===== src/rtl/park_mul_seq.sv =====
// Park transform sequencer: time-shares one pipelined 32x32 multiplier
// to form id/iq, then rounds, rescales and saturates both results.
module park_mul_seq #(
    parameter int FRAC_BITS = 15,
    parameter int MUL_LAT   = 2
) (
    input  logic        clk,
    input  logic        rst_n,
    input  logic        start,
    input  logic [31:0] i_alpha,
    input  logic [31:0] i_beta,
    input  logic [31:0] sin_th,
    input  logic [31:0] cos_th,
    output logic [31:0] mul_a,
    output logic [31:0] mul_b,
    input  logic [63:0] mul_p,
    output logic        busy,
    output logic        done,
    output logic [31:0] id_out,
    output logic [31:0] iq_out
);

    typedef enum logic [2:0] {
        IDLE, ISSUE, DRAIN, SUM, OUT
    } state_t;

    localparam logic signed [64:0] RND = 65'sd1 <<< (FRAC_BITS - 1);
    localparam logic signed [64:0] POS_MAX = 65'sd2147483647;
    localparam logic signed [64:0] NEG_MAX = -65'sd2147483647;

    state_t state, state_nx;

    logic [2:0]  cnt;
    logic [31:0] alpha_q, beta_q, sin_q, cos_q;

    logic [MUL_LAT-1:0] tag_vld;
    logic [1:0]         tag_id [MUL_LAT];
    logic               cap;
    logic [1:0]         cap_id;

    logic [63:0] prod [4];

    logic signed [64:0] d_sum, q_sum, d_shr, q_shr;
    logic [31:0]        d_sat, q_sat;

    // The multiplier cannot represent -2^31, so fold it onto -(2^31-1).
    function automatic logic [31:0] clamp(input logic [31:0] x);
        return (x == 32'h8000_0000) ? 32'h8000_0001 : x;
    endfunction

    function automatic logic [31:0] sat(input logic signed [64:0] x);
        if (x > POS_MAX)
            return 32'h7FFF_FFFF;
        else if (x < NEG_MAX)
            return 32'h8000_0001;
        else
            return x[31:0];
    endfunction

    assign cap    = tag_vld[MUL_LAT-1];
    assign cap_id = tag_id[MUL_LAT-1];

    // State register.
    always_ff @(posedge clk or negedge rst_n) begin
        if (!rst_n)
            state <= IDLE;
        else
            state <= state_nx;
    end

    // Next-state logic and multiplier operand steering.
    always_comb begin
        state_nx = state;
        mul_a    = 32'd0;
        mul_b    = 32'd0;
        unique case (state)
            IDLE:  if (start) state_nx = ISSUE;
            ISSUE: begin
                if (cnt == 3'd3) state_nx = DRAIN;
                unique case (cnt[1:0])
                    2'd0: begin mul_a = alpha_q; mul_b = cos_q; end
                    2'd1: begin mul_a = beta_q;  mul_b = sin_q; end
                    2'd2: begin mul_a = beta_q;  mul_b = cos_q; end
                    2'd3: begin mul_a = alpha_q; mul_b = sin_q; end
                endcase
            end
            DRAIN: if (cap && cap_id == 2'd3) state_nx = SUM;
            SUM:   state_nx = OUT;
            OUT:   state_nx = IDLE;
            default: state_nx = IDLE;
        endcase
    end

    assign busy = (state != IDLE);
    assign done = (state == OUT);

    // Operand latch on accepted start, with -2^31 clamping.
    always_ff @(posedge clk or negedge rst_n) begin
        if (!rst_n) begin
            alpha_q <= 32'd0;
            beta_q  <= 32'd0;
            sin_q   <= 32'd0;
            cos_q   <= 32'd0;
        end else if (state == IDLE && start) begin
            alpha_q <= clamp(i_alpha);
            beta_q  <= clamp(i_beta);
            sin_q   <= clamp(sin_th);
            cos_q   <= clamp(cos_th);
        end
    end

    // Issue counter: index of the product presented this cycle.
    always_ff @(posedge clk or negedge rst_n) begin
        if (!rst_n)
            cnt <= 3'd0;
        else if (state == ISSUE)
            cnt <= cnt + 3'd1;
        else
            cnt <= 3'd0;
    end

    // Tag pipeline tracks which product emerges from the multiplier.
    always_ff @(posedge clk or negedge rst_n) begin
        if (!rst_n) begin
            tag_vld <= '0;
            for (int i = 0; i < MUL_LAT; i++)
                tag_id[i] <= 2'd0;
        end else begin
            for (int i = MUL_LAT - 1; i > 0; i--) begin
                tag_vld[i] <= tag_vld[i-1];
                tag_id[i]  <= tag_id[i-1];
            end
            tag_vld[0] <= (state == ISSUE);
            tag_id[0]  <= cnt[1:0];
        end
    end

    // Product capture into the slot named by the emerging tag.
    always_ff @(posedge clk or negedge rst_n) begin
        if (!rst_n) begin
            for (int i = 0; i < 4; i++)
                prod[i] <= 64'd0;
        end else if (cap) begin
            prod[cap_id] <= mul_p;
        end
    end

    // Sum, round half-up, rescale and saturate.
    always_comb begin
        d_sum = $signed({prod[0][63], prod[0]})
              + $signed({prod[1][63], prod[1]});
        q_sum = $signed({prod[2][63], prod[2]})
              - $signed({prod[3][63], prod[3]});
        d_shr = (d_sum + RND) >>> FRAC_BITS;
        q_shr = (q_sum + RND) >>> FRAC_BITS;
        d_sat = sat(d_shr);
        q_sat = sat(q_shr);
    end

    // Result registers, loaded as the FSM enters OUT.
    always_ff @(posedge clk or negedge rst_n) begin
        if (!rst_n) begin
            id_out <= 32'd0;
            iq_out <= 32'd0;
        end else if (state == SUM) begin
            id_out <= d_sat;
            iq_out <= q_sat;
        end
    end

endmodule


===== config.mk =====
export PLATFORM = sky130hd
export DESIGN_NAME = park_mul_seq
export DESIGN_NICKNAME = d
export VERILOG_FILES = /design/src/rtl/park_mul_seq.sv
export SDC_FILE = /design/constraint.sdc
export NUM_CORES = 1
export LEC_CHECK = 0
export CORE_MARGIN = 3
export CORE_UTILIZATION = 52
export CTS_CLUSTER_SIZE = 28
export DETAILED_ROUTE_END_ITERATION = 8
export GPL_TIMING_DRIVEN = 1
export HOLD_SLACK_MARGIN = 0.03
export PLACE_DENSITY = 0.77
export SLEW_MARGIN = 15
export SYNTH_ARGS = -nofsm -noshare
export SYNTH_HDL_FRONTEND = slang
export SYNTH_SLANG_ARGS = --single-unit

===== constraint.sdc =====
create_clock -name clk -period 4.2 [get_ports clk]
set_input_delay 0.42 -clock clk [delete_from_list [all_inputs] [get_ports clk]]
set_output_delay 0.42 -clock clk [all_outputs]
set_load 0.05 [all_outputs]

Yosys cells after proc, flatten, opt, wreduce, memory -nomap -nowiden. Cells that the tools add are included.

Register bits: 460. Latch bits: 0. Memory bits (writable): 0. Bits in read-only memories: 0. Input port bits: 195. Output and inout port bits: 130. Word-level logic and storage cells: 74. Memories: 0.

Add/sub/neg operators: 5. $mul: 0. Divide/modulo/power cells: 0. $lt $le $gt $ge: 6. Eq/ne operators: 16. Shift-type cells: 0. Mux-type cells: 20. Bitwise logic cells: 1. Reduce and logical (&&, ||, !) cells: 11.

Operators by type and width (number): 2-to-1 mux 32 bit (10); bitwise mux 256 bit (1); adder 65 x 16 -> 65 bit, second input constant (2); demux 64 bit (select 2 bit) (1); == test 32 bit, second input constant (4); one-hot mux 32 bit (2 select lines) (2); greater-than comparator 50 x 32 -> 1 bit, second input constant (2); less-than comparator 50 x 32 -> 1 bit, second input constant (2); adder 64 x 64 -> 65 bit (1); subtractor 64 x 64 -> 65 bit (1); 2-to-1 mux 64 bit (1); 2-to-1 mux 3 bit (4); one-hot mux 3 bit (4 select lines) (1); == test 3 x 2 -> 1 bit, second input constant (3); OR reduction 2 bit (4); == test 2 bit, second input constant (3); != test 2 bit, second input constant (3); adder 3 x 1 -> 3 bit, second input constant (1); == test 3 x 1 -> 1 bit, second input constant (1); == test 3 bit, second input constant (1); greater-or-equal comparator 3 bit, second input constant (1); logical AND 1 bit (3); logical NOT 3 bit (1); less-than comparator 3 x 1 -> 1 bit, second input constant (1); 5 further kinds (5).

Depth between registers and ports, before layout. Gate-level depths: netlist of the first run.

Word-level depth: 6. Depth in mapped cells: 19. Mapped depth without buffers: 16.

Least setup slack after synthesis of the first run. Ideal clock, no wire load.

Kind: register -> register. Start point: reg prod[137] (netlist name). End point: reg id_out[30]. Library setup time: 132 ps. Data arrival time: 3965 ps. Data required time: 4068 ps. Path slack: 103 ps. Stages on the path, launching flop included: 16. Buffers on the path: 1. Period minus slack after synthesis: 4097 ps. Cell sequence: dfrtp_1 -> ha_1 -> ha_1 -> a21oi_1 -> o21ai_1 -> a311oi_1 -> o21ai_1 -> xor2_1 -> or4_1 -> or3_1 -> or4_1 -> nor3_1 -> nor4bb_1 -> a41oi_2 -> buf_2 -> o22ai_1.

Longest elaborated chain between the ends: 5. Elaborated cells between the ends (all ways): 6. Those cells by class: add/sub (2); order compare (2); mux (2).

Ends and longest elaborated chain: start: declaration (line 41) `logic [63:0] prod [4];`; start signal: indexed assignment (line 144) `prod[cap_id] <= mul_p;`; adder 64 x 64 -> 65 bit * (line 151) `+ $signed({prod[1][63], prod[1]});`; adder 65 x 16 -> 65 bit * (line 154) `d_shr = (d_sum + RND) >>> FRAC_BITS;`; less-than comparator 50 x 32 -> 1 bit (line 54) `else if (x < NEG_MAX)`; 2-to-1 mux 32 bit (line 54); 2-to-1 mux 32 bit * (line 52) `if (x > POS_MAX)`; end signal: assignment (line 166) `id_out <= d_sat;`; end: declaration (line 19) `output logic [31:0] id_out,`.

Mark *: on every way between the ends. The rest lies on a longest branch, timed or not. A chain may end at the register's enable or synchronous reset.

Worst setup path in the final report of the first run.
Start point: reg prod[16] (netlist name). End point: reg iq_out[9].

Longest elaborated chain between the ends: 5. Elaborated cells between the ends (all ways): 6. Those cells by class: add/sub (2); order compare (2); mux (2).

Ends and longest elaborated chain: subtractor 64 x 64 -> 65 bit * (line 153) `- $signed({prod[3][63], prod[3]});`; adder 65 x 16 -> 65 bit * (line 155) `q_shr = (q_sum + RND) >>> FRAC_BITS;`; less-than comparator 50 x 32 -> 1 bit (line 54); 2-to-1 mux 32 bit (line 54); 2-to-1 mux 32 bit * (line 52); end signal: assignment (line 167) `iq_out <= q_sat;`; end: declaration (line 20) `output logic [31:0] iq_out`.

Marked as above.

==> metrics.yaml, run 1 <==
status: "finished with violations"
violations: "setup timing"
dpl-instance-area_sq_um: 37000
first_pass_iters: 7
cp_data_arrival_time_ns: 5.00
num_io_pins: 325
worst_clock_skew_ns: 0.0379
grt.total_usage_pct: 33.9
ys_warn_count: 0
rsz0062_at_grt: "true"
dieArea_sq_um: 59400
place_ws_ns: -0.631
fp.coreArea_sq_um: 55500
timing.final.ws_setup_ns: -0.304
cts.clk_slew.worst_paths_ns: 0.06
synth_top_area_cell: "dfrtp_1"
maxSlewHeadroom_pct: 29.0
gp_congestion: 0.962
worstSkewPairLatency_ns: 0.62
cts_root_buf: "clkbuf_16"
drc: 0
dieHeight_um: 244
synth_simple_gate_area_share_pct: 13.5
synth_xor_area_share_pct: 2.00
ys.flop_type: "dfrtp_1"
slowest_stage: "or4b_4"
drv_slew: 0
finalHoldViolCount: 0
finalCriticalPeriod_ns: 4.50
drt_wl_total_um: 106000
dpl.hpwl_um: 76200
synth_top_family_by_area: "multiplexers"
required_ns: 4.70
routedWlPerCell_um: 23.2
start_util_pct: 52.9
syn_inst: 2985
cts_buffer_depth: 3
design_area_sq_um: 42000
ys_ff_latch: 460
via_per_inst: 6.11
row_count: 86
startpoint_type: "flop"
slowest_delay_ns: 0.52
synthAdderAreaFrac_pct: 10.8
critPathCaptureType: "flop"
grt_pass1_wl_um: 160000
maxCapViolCount: 0
antenna_found_initial: 5
mostFrequentLayoutCell: "buf_4"
htreeDepth: 2
critical_path_class: "flop to flop"
yosys.cell_types.count: 89
synth_compound_area_share_pct: 15.4
nets: 4239
cts_sinks: 460
crit_buf_inv: 4
synth-edff-count: 0
hold_path_class: "flop to flop"
cts_tree: "done"
crit_family: "compound AO/OA/AOI/OAI gates"
syn2layout_area_growth_pct: 42.8
crit_fanout: 11
tns_ns: -12.45
synthTopCellsByArea: "dfrtp_1 (39%), mux2_2 (15%), ha_1 (11%)"
ant_nets: 0
layout_common_cells: "buf_4 (523), dfrtp_1 (460), mux2_2 (384)"
drt_iter0_markers: 2069
dr_total_vias: 27981
grt-ovfl-total: 0
worst_pin_slew_ns: 1.06
io_buffers: 324
avgSynthCellArea_sq_um: 9.85
grt_pass1_vias: 29045
ys_seq_area_share_pct: 39.2
drive_gt1_share_pct: 37.1
cp_cell_sequence: "inv_1, ha_1, ha_1, buf_4, nand4_1, or2_4, o22ai_2, a21oi_4, a21oi_4, a211o_1, a211oi_2, xor2_1, or4b_4, nor4_4, buf_6, buf_12, a21oi_2, a221o_1"
ys_async_sr_fraction_pct: 100
die_w_um: 244
syn_nets: 3433
num-fill-cells: 3737
grt_max_degree: 104
synth_area_sq_um: 29400
yosysTopAreaCellShare_pct: 39.2
setup_viol: 62
cts_made_buffers: 50
synth.area.mux_share_pct: 15.9
fmax_mhz: 222
min_period_over_period_pct: 107
-- state kept, by name, indices dropped and copies added (netlist names) --
signal / flops
alpha_q: 32
beta_q: 32
cap_id: 2
cnt: 3
cos_q: 32
id_out: 32
iq_out: 32
prod: 256
sin_q: 32
state: 3
tag_id: 2
tag_vld: 2
-- layer usage --
metal | vias up | part of all wire (%) | global-route usage (%)
li1 | 12697 | - | -
met1 | 13885 | 40 | 42.1
met2 | 1089 | 49 | 58.3
met3 | 310 | 5.9 | 5.92
met4 | 0 | 4.7 | 14.2
met5 | - | 0 | 0
-- cell usage after synthesis (all sizes together) (26+ instances only) --
cell type and number:
a21oi 236, buf 28, nand3 47, xor2 28, nand4 75, nor3 53
nor2 221, mux2 384, nand2 245, clkbuf 104, xnor2 39, a21o 37
dfrtp 460, inv 113, nor4 57, o21ai 175, o22ai 34, ha 253
a211oi 26, mux2i 34
-- cell type report --
cell class                      instances  area, sq um  area share [%]
Tap cell                              748          936            2.23
Antenna cell                            2         5.00          0.0119
Clock inverter                         18          249           0.593
Clock buffer                           73         1450            3.45
Inverter                              114          428            1.02
Timing Repair Buffer                  886         7790            18.6
Sequential cell                       460        11500            27.4
Multi-Input combinational cell       2279        19600            46.7
-- worst reg2reg max path, stage by stage, from the launching register on --
cell      delay [ns]
dfrtp_1         0.35
inv_1           0.05
ha_1            0.31
ha_1            0.34
buf_4           0.20
nand4_1         0.15
or2_4           0.18
o22ai_2         0.11
a21oi_4         0.20
a21oi_4         0.12
a211o_1         0.34
a211oi_2        0.26
xor2_1          0.28
or4b_4          0.52
nor4_4          0.34
buf_6           0.19
buf_12          0.14
a21oi_2         0.06
a221o_1         0.27
-- logic make-up (layout without fill, tap and decap cells) --
group,count (synthesis),in the layout
xor+xnor,67,67
buf+inv,246,1091
flops,460,460
other cells,0,2
fa+ha+maj,253,253
simple gates,824,824
mux,418,418
compound gates,717,717
-- path summary, 6_finish.rpt --
check	to	cells past startpoint	from	slack [ns]
max in group asynchronous	cos_q[9]	3	rst_n	2.65
worst min-delay path	cap_id[1]	0	tag_id[3]	0.35
worst max register to register	iq_out[9]	18	prod[16]	-0.30
min in group asynchronous	prod[71]	2	rst_n	0.42
worst max-delay path	iq_out[9]	18	prod[16]	-0.30
worst min register to register	cap_id[1]	0	tag_id[3]	0.35
-- metrics by stage --
| step | cells | hold WS, ns | utilization, % |
|---|---|---|---|
| 4_1_cts | 4554 | 0.353 | 73.0 |
| 3_5_place_dp | 4427 | 0.339 | 66.6 |
| 2_1_floorplan | 2985 | 0.124 | - |
| 3_3_place_gp | 4427 | 0.335 | 66.6 |
| 6_report | 4580 | 0.351 | 75.6 |
| 5_1_grt | 4580 | 0.360 | 75.6 |
-- timing repair --
item,in CTS,in global routing
cloned,6,1
endpoints found under the setup margin,62,62
hold buffers,1,0
buffers inserted,31,28
gates resized for setup,282,224
endpoints found under the hold margin,89,0
pin swaps,100,92
Power of run 1 is not shown: default switching activity piles up to over one toggle a cycle in this logic, so the estimate is an artifact.
==> run 2, diff against run 1 <==
--- a/config.mk
+++ b/config.mk
@@ -8,3 +8,3 @@
 export CORE_MARGIN = 3
-export CORE_UTILIZATION = 52
+export CORE_UTILIZATION = 30
 export CTS_CLUSTER_SIZE = 28
@@ -13,3 +13,2 @@
 export HOLD_SLACK_MARGIN = 0.03
-export PLACE_DENSITY = 0.77
 export SLEW_MARGIN = 15
--- a/constraint.sdc
+++ b/constraint.sdc
@@ -3,2 +3,2 @@
 set_output_delay 0.42 -clock clk [all_outputs]
-set_load 0.05 [all_outputs]
+set_load 0.1 [all_outputs]
==> run 2 against run 1 <==
  * Critical path depth grew 2
  * Critical endpoint is now iq_out[12]
  * Critical path type unchanged
  * The run still ends with setup timing left
  * Cell count grew 14%
  * Largest cell class unchanged
  * Count of clock-buffer cells in the layout shrank 5
  * Core utilization shrank 31 points
==> metrics.yaml, run 2 (synthesis results as in run 1) <==
min_period_over_period_pct: 104
maxCapViolCount: 0
largest_reg_flops: 256
critical_path_class: "flop to flop"
cp-endpoint: "iq_out[12]"
gp_congestion: 0.942
dpl.hpwl_um: 79000
grt-ovfl-total: 0
status: "finished with violations"
antenna_found_initial: 1
syn2layout_area_growth_pct: 47.7
hold_path_class: "flop to flop"
finalCriticalPeriod_ns: 4.39
finalHoldViolCount: 0
cts_sinks: 460
rr_worst_depth: 20
routedWlPerCell_um: 19.6
drc: 0
cts_buffer_depth: 3
ant_nets: 0
cts_root_buf: "clkbuf_16"
layout_common_cells: "buf_4 (706), dfrtp_1 (460), mux2_2 (384)"
worst_clock_skew_ns: 0.0253
antenna_cells: 0
startpoint_type: "flop"
cts_tree: "done"
worstSkewPairLatency_ns: 0.62
violations: "setup timing"
cts_made_buffers: 54
required_ns: 4.70
r2r_start: "prod[4]"
min_from: "tag_vld[0]"
design_area_sq_um: 43400
dieArea_sq_um: 102000
drt_wl_total_um: 103000
critPathCaptureType: "flop"
setup.worst_path.start: "prod[4]"
r2r-end: "iq_out[12]"
num_io_pins: 325
rrSetupSlack_ns: -0.19
cts.clk_slew.worst_paths_ns: 0.07
nets: 4365
first_pass_iters: 6
drt_iter0_markers: 1572
rsz0062_at_grt: "true"
mostFrequentLayoutCell: "buf_4"
dr_total_vias: 27064
via_per_inst: 5.17
worst_pin_slew_ns: 1.14
io_buffers: 324
grt_pass1_vias: 27686
row_count: 114
crit_fanout: 7
top_register: "prod"
die_w_um: 319
timing.final.ws_setup_ns: -0.189
grt_max_degree: 105
htreeDepth: 2
dieHeight_um: 319
dpl-instance-area_sq_um: 38300
grt_pass1_wl_um: 158000
fp.coreArea_sq_um: 96900
fmax_mhz: 228
setup_viol: 58
grt.total_usage_pct: 19.5
cp_data_arrival_time_ns: 4.88
drv_slew: 0
maxSlewHeadroom_pct: 23.9
start_util_pct: 30.3
drive_gt1_share_pct: 40.7
run 2: cell count changes in the layout (fill, tap and decap cells not counted), sizes merged:
cell           delta
buf             +189
bufinv            +1
clkbuf            -3
clkdlybuf4s50    -69
clkinv            +8
clkinvlp          -1
diode             -2
inv               +6
run 2: worst min-delay path by stage:
stage | end | slack, ns | cells past startpoint
floorplan | alpha_q[0] | 0.12 | 0
global placement | tag_vld[1] | 0.33 | 0
detailed placement | cap_id[0] | 0.33 | 0
CTS | tag_vld[1] | 0.34 | 0
global route | tag_vld[1] | 0.35 | 0
finish | tag_vld[1] | 0.34 | 0
run 2: layer usage:
metal / global-route usage [%] / share of wire, %
met3: 3.59 / 5.1
met1: 24.6 / 43
met2: 33.8 / 49
met5: 0 / 0
met4: 6.09 / 3.1
run 2: timing repair:
| item | 4_1_cts | 5_1_grt |
|---|---|---|
| gates cloned | 5 | 4 |
| gates resized for setup | 274 | 203 |
| hold endpoints to repair | 96 | 0 |
| buffers inserted | 45 | 28 |
| hold buffers | 1 | 0 |
| pin swaps | 69 | 114 |
| setup endpoints to repair | 62 | 62 |
run 2: stage by stage:
stage | util [%] | instances | setup TNS (ns) | setup WS, ns | hold WS, ns
after CTS | 43.5 | 5212 | -8.55 | -0.216 | 0.337
after global routing | 44.8 | 5237 | -15.28 | -0.314 | 0.346
after global placement | 39.6 | 5064 | -25.82 | -0.493 | 0.332
final | 44.8 | 5237 | -6.93 | -0.189 | 0.336
after floorplan | - | 2985 | 0 | 0.103 | 0.124
after detailed placement | 39.6 | 5064 | -26.71 | -0.524 | 0.335
run 2: critical path: stages (launching register included):
cell and delay (ns):
dfrtp_1 0.39, inv_2 0.08, ha_4 0.20, ha_4 0.16, or3_1 0.37, a31o_1 0.23
buf_6 0.13, a32oi_4 0.35, buf_6 0.18, a21oi_4 0.07, o211ai_1 0.17, buf_4 0.16
and3_4 0.17, a311o_1 0.14, nand3_1 0.09, or4_4 0.44, nor4_4 0.27, buf_6 0.19
clkbuf_16 0.17, a21oi_2 0.06, a221o_1 0.26
run 2: final cells by class:
class / instances / area [sq um]
fill: 9142 / 53400
multi-input combinational: 2279 / 19400
sequential: 460 / 11500
timing repair buffer: 1008 / 8620
tap: 1276 / 1600
clock buffer: 68 / 1490
inverter: 114 / 428
clock inverter: 32 / 353
Power of run 2 is left out for the same reason.
==> run 3, diff against run 2 <==
CORE_ASPECT_RATIO = 0.8   (was unset)
==> run 3 against run 2 <==
  * The run still ends with setup timing left
  * Cell count shrank 3.0%
  * Non-clock buffer count shrank 178
  * Worst setup slack lost 0.089 ns
  * First-iteration DRC count grew 5.5%
  * Global-route usage shrank 0.33 points
  * Sequential cell count is the same
  * Fmax shrank 2.0%
  * Worst hold slack gained 0.014 ns
  * Clock skew shrank 0.0090 ns
  * Via count shrank 3.0%
  * Critical path depth shrank 1
  * Critical endpoint is now iq_out[11]
  * Highest routed layer is now met5
==> metrics.yaml, run 3 (synthesis results as in run 1) <==
status: "finished with violations"
violations: "setup timing"
min_period_over_period_pct: 107
dpl.hpwl_um: 77900
drt_wl_total_um: 101000
maxSlewHeadroom_pct: 25.1
num-fill-cells: 9447
cts_tree: "done"
slowest_delay_ns: 0.53
crit_buf_inv: 5
postLayoutCoreUtil_pct: 42.6
timing.final.ws_setup_ns: -0.278
cp_data_arrival_time_ns: 4.99
setup_viol: 59
io_buffers: 324
startpoint_type: "flop"
dpl-instance-area_sq_um: 37200
mostFrequentLayoutCell: "buf_4"
ant_nets: 0
syn2layout_area_growth_pct: 40.7
crit_fanout: 7
nets: 4184
fp.coreArea_sq_um: 97000
slowest_stage: "or4_4"
cts_buffer_depth: 3
crit_family: "compound AO/OA/AOI/OAI gates"
grt.total_usage_pct: 19.2
largest_reg_flops: 256
layout_common_cells: "buf_4 (544), dfrtp_1 (460), mux2_2 (384)"
dieArea_sq_um: 102000
htreeDepth: 2
top_register: "prod"
cts_made_buffers: 51
design_area_sq_um: 41300
num_io_pins: 325
critPathCaptureType: "flop"
grt_max_degree: 108
rsz0062_at_grt: "true"
first_pass_iters: 5
die_w_um: 356
worstSkewPairLatency_ns: 0.63
dr_total_vias: 26259
gp_congestion: 0.972
critical_path_class: "flop to flop"
worst_clock_skew_ns: 0.0163
maxCapViolCount: 0
worst_pin_slew_ns: 1.12
cts.clk_slew.worst_paths_ns: 0.06
grt-ovfl-total: 0
finalCriticalPeriod_ns: 4.48
tns_ns: -8.58
hold_path_class: "flop to flop"
antenna_found_initial: 10
required_ns: 4.71
grt_pass1_vias: 26721
via_per_inst: 5.17
dieHeight_um: 286
grt_pass1_wl_um: 154000
drt_iter0_markers: 1658
cts_sinks: 460
row_count: 102
routedWlPerCell_um: 19.8
fmax_mhz: 223
drive_gt1_share_pct: 35.7
start_util_pct: 30.3
cts_root_buf: "clkbuf_16"
cpMostUsedCell: "buf_6"
cp_cell_sequence: "inv_2, ha_4, ha_4, or3_1, a31o_1, a32oi_2, buf_6, a21oi_4, o211ai_1, and3_1, a311o_1, nand3_1, or4_4, nor4_4, buf_6, buf_6, buf_16, a21oi_2, a211o_1"
finalHoldViolCount: 0
drc: 0
drv_slew: 0
[run 3: cell types whose count changed in the layout (fill, tap and decap cells not counted), moves of 8 or more]
cell / before / now
buf_6: 23 / 12
buf_4: 706 / 544
ha_4: 61 / 52
a21oi_1: 169 / 182
clkinv_2: 14 / 6
ha_1: 185 / 196
nand2_1: 228 / 239
nand2_2: 17 / 6
[run 3: timing repair]
action	CTS	global route
hold buffers	1	0
pin swaps	74	87
setup buffers	25	20
setup endpoints to repair	62	62
gates cloned	6	1
gates resized for setup	185	173
endpoints found under the hold margin	81	0
[run 3: metrics by stage]
step	setup WS [ns]	hold WS [ns]	instances
floorplan	0.103	0.124	2985
global placement	-0.544	0.333	4933
detailed placement	-0.589	0.337	4933
CTS	-0.247	0.353	5059
global route	-0.416	0.359	5081
finish	-0.278	0.350	5082
[run 3: path summary, 6_finish.rpt]
kind                                  from          to  slack, ns  depth (start not counted)
worst max register to register     prod[4]  iq_out[11]      -0.28                         19
max in group asynchronous            rst_n   cos_q[15]       2.76                          3
min in group asynchronous            rst_n   prod[202]       0.46                          2
worst min-delay path            tag_vld[0]  tag_vld[1]       0.35                          0
worst min register to register  tag_vld[0]  tag_vld[1]       0.35                          0
worst max-delay path               prod[4]  iq_out[11]      -0.28                         19
[run 3: routing by layer]
| metal | vias to the layer above | global-route usage (%) | wire [um] |
|---|---|---|---|
| li1 | 12613 | - | - |
| met2 | 661 | 29.4 | 44300 |
| met3 | 134 | 3.66 | 5940 |
| met5 | - | 0 | 27 |
| met4 | 4 | 5.81 | 2700 |
| met1 | 12847 | 27.1 | 47700 |
[run 3: area by class of cell]
class                           count  area (sq um)  share of cell area (%)
Sequential cell                   460         11500                    27.8
Clock inverter                     23           327                   0.790
Inverter                          114           428                    1.03
Antenna cell                        5          12.5                  0.0303
Multi-Input combinational cell   2279         18800                    45.6
Tap cell                         1300          1630                    3.93
Timing Repair Buffer              830          7180                    17.4
Clock buffer                       71          1420                    3.44
Power of run 3 is left out for the same reason.
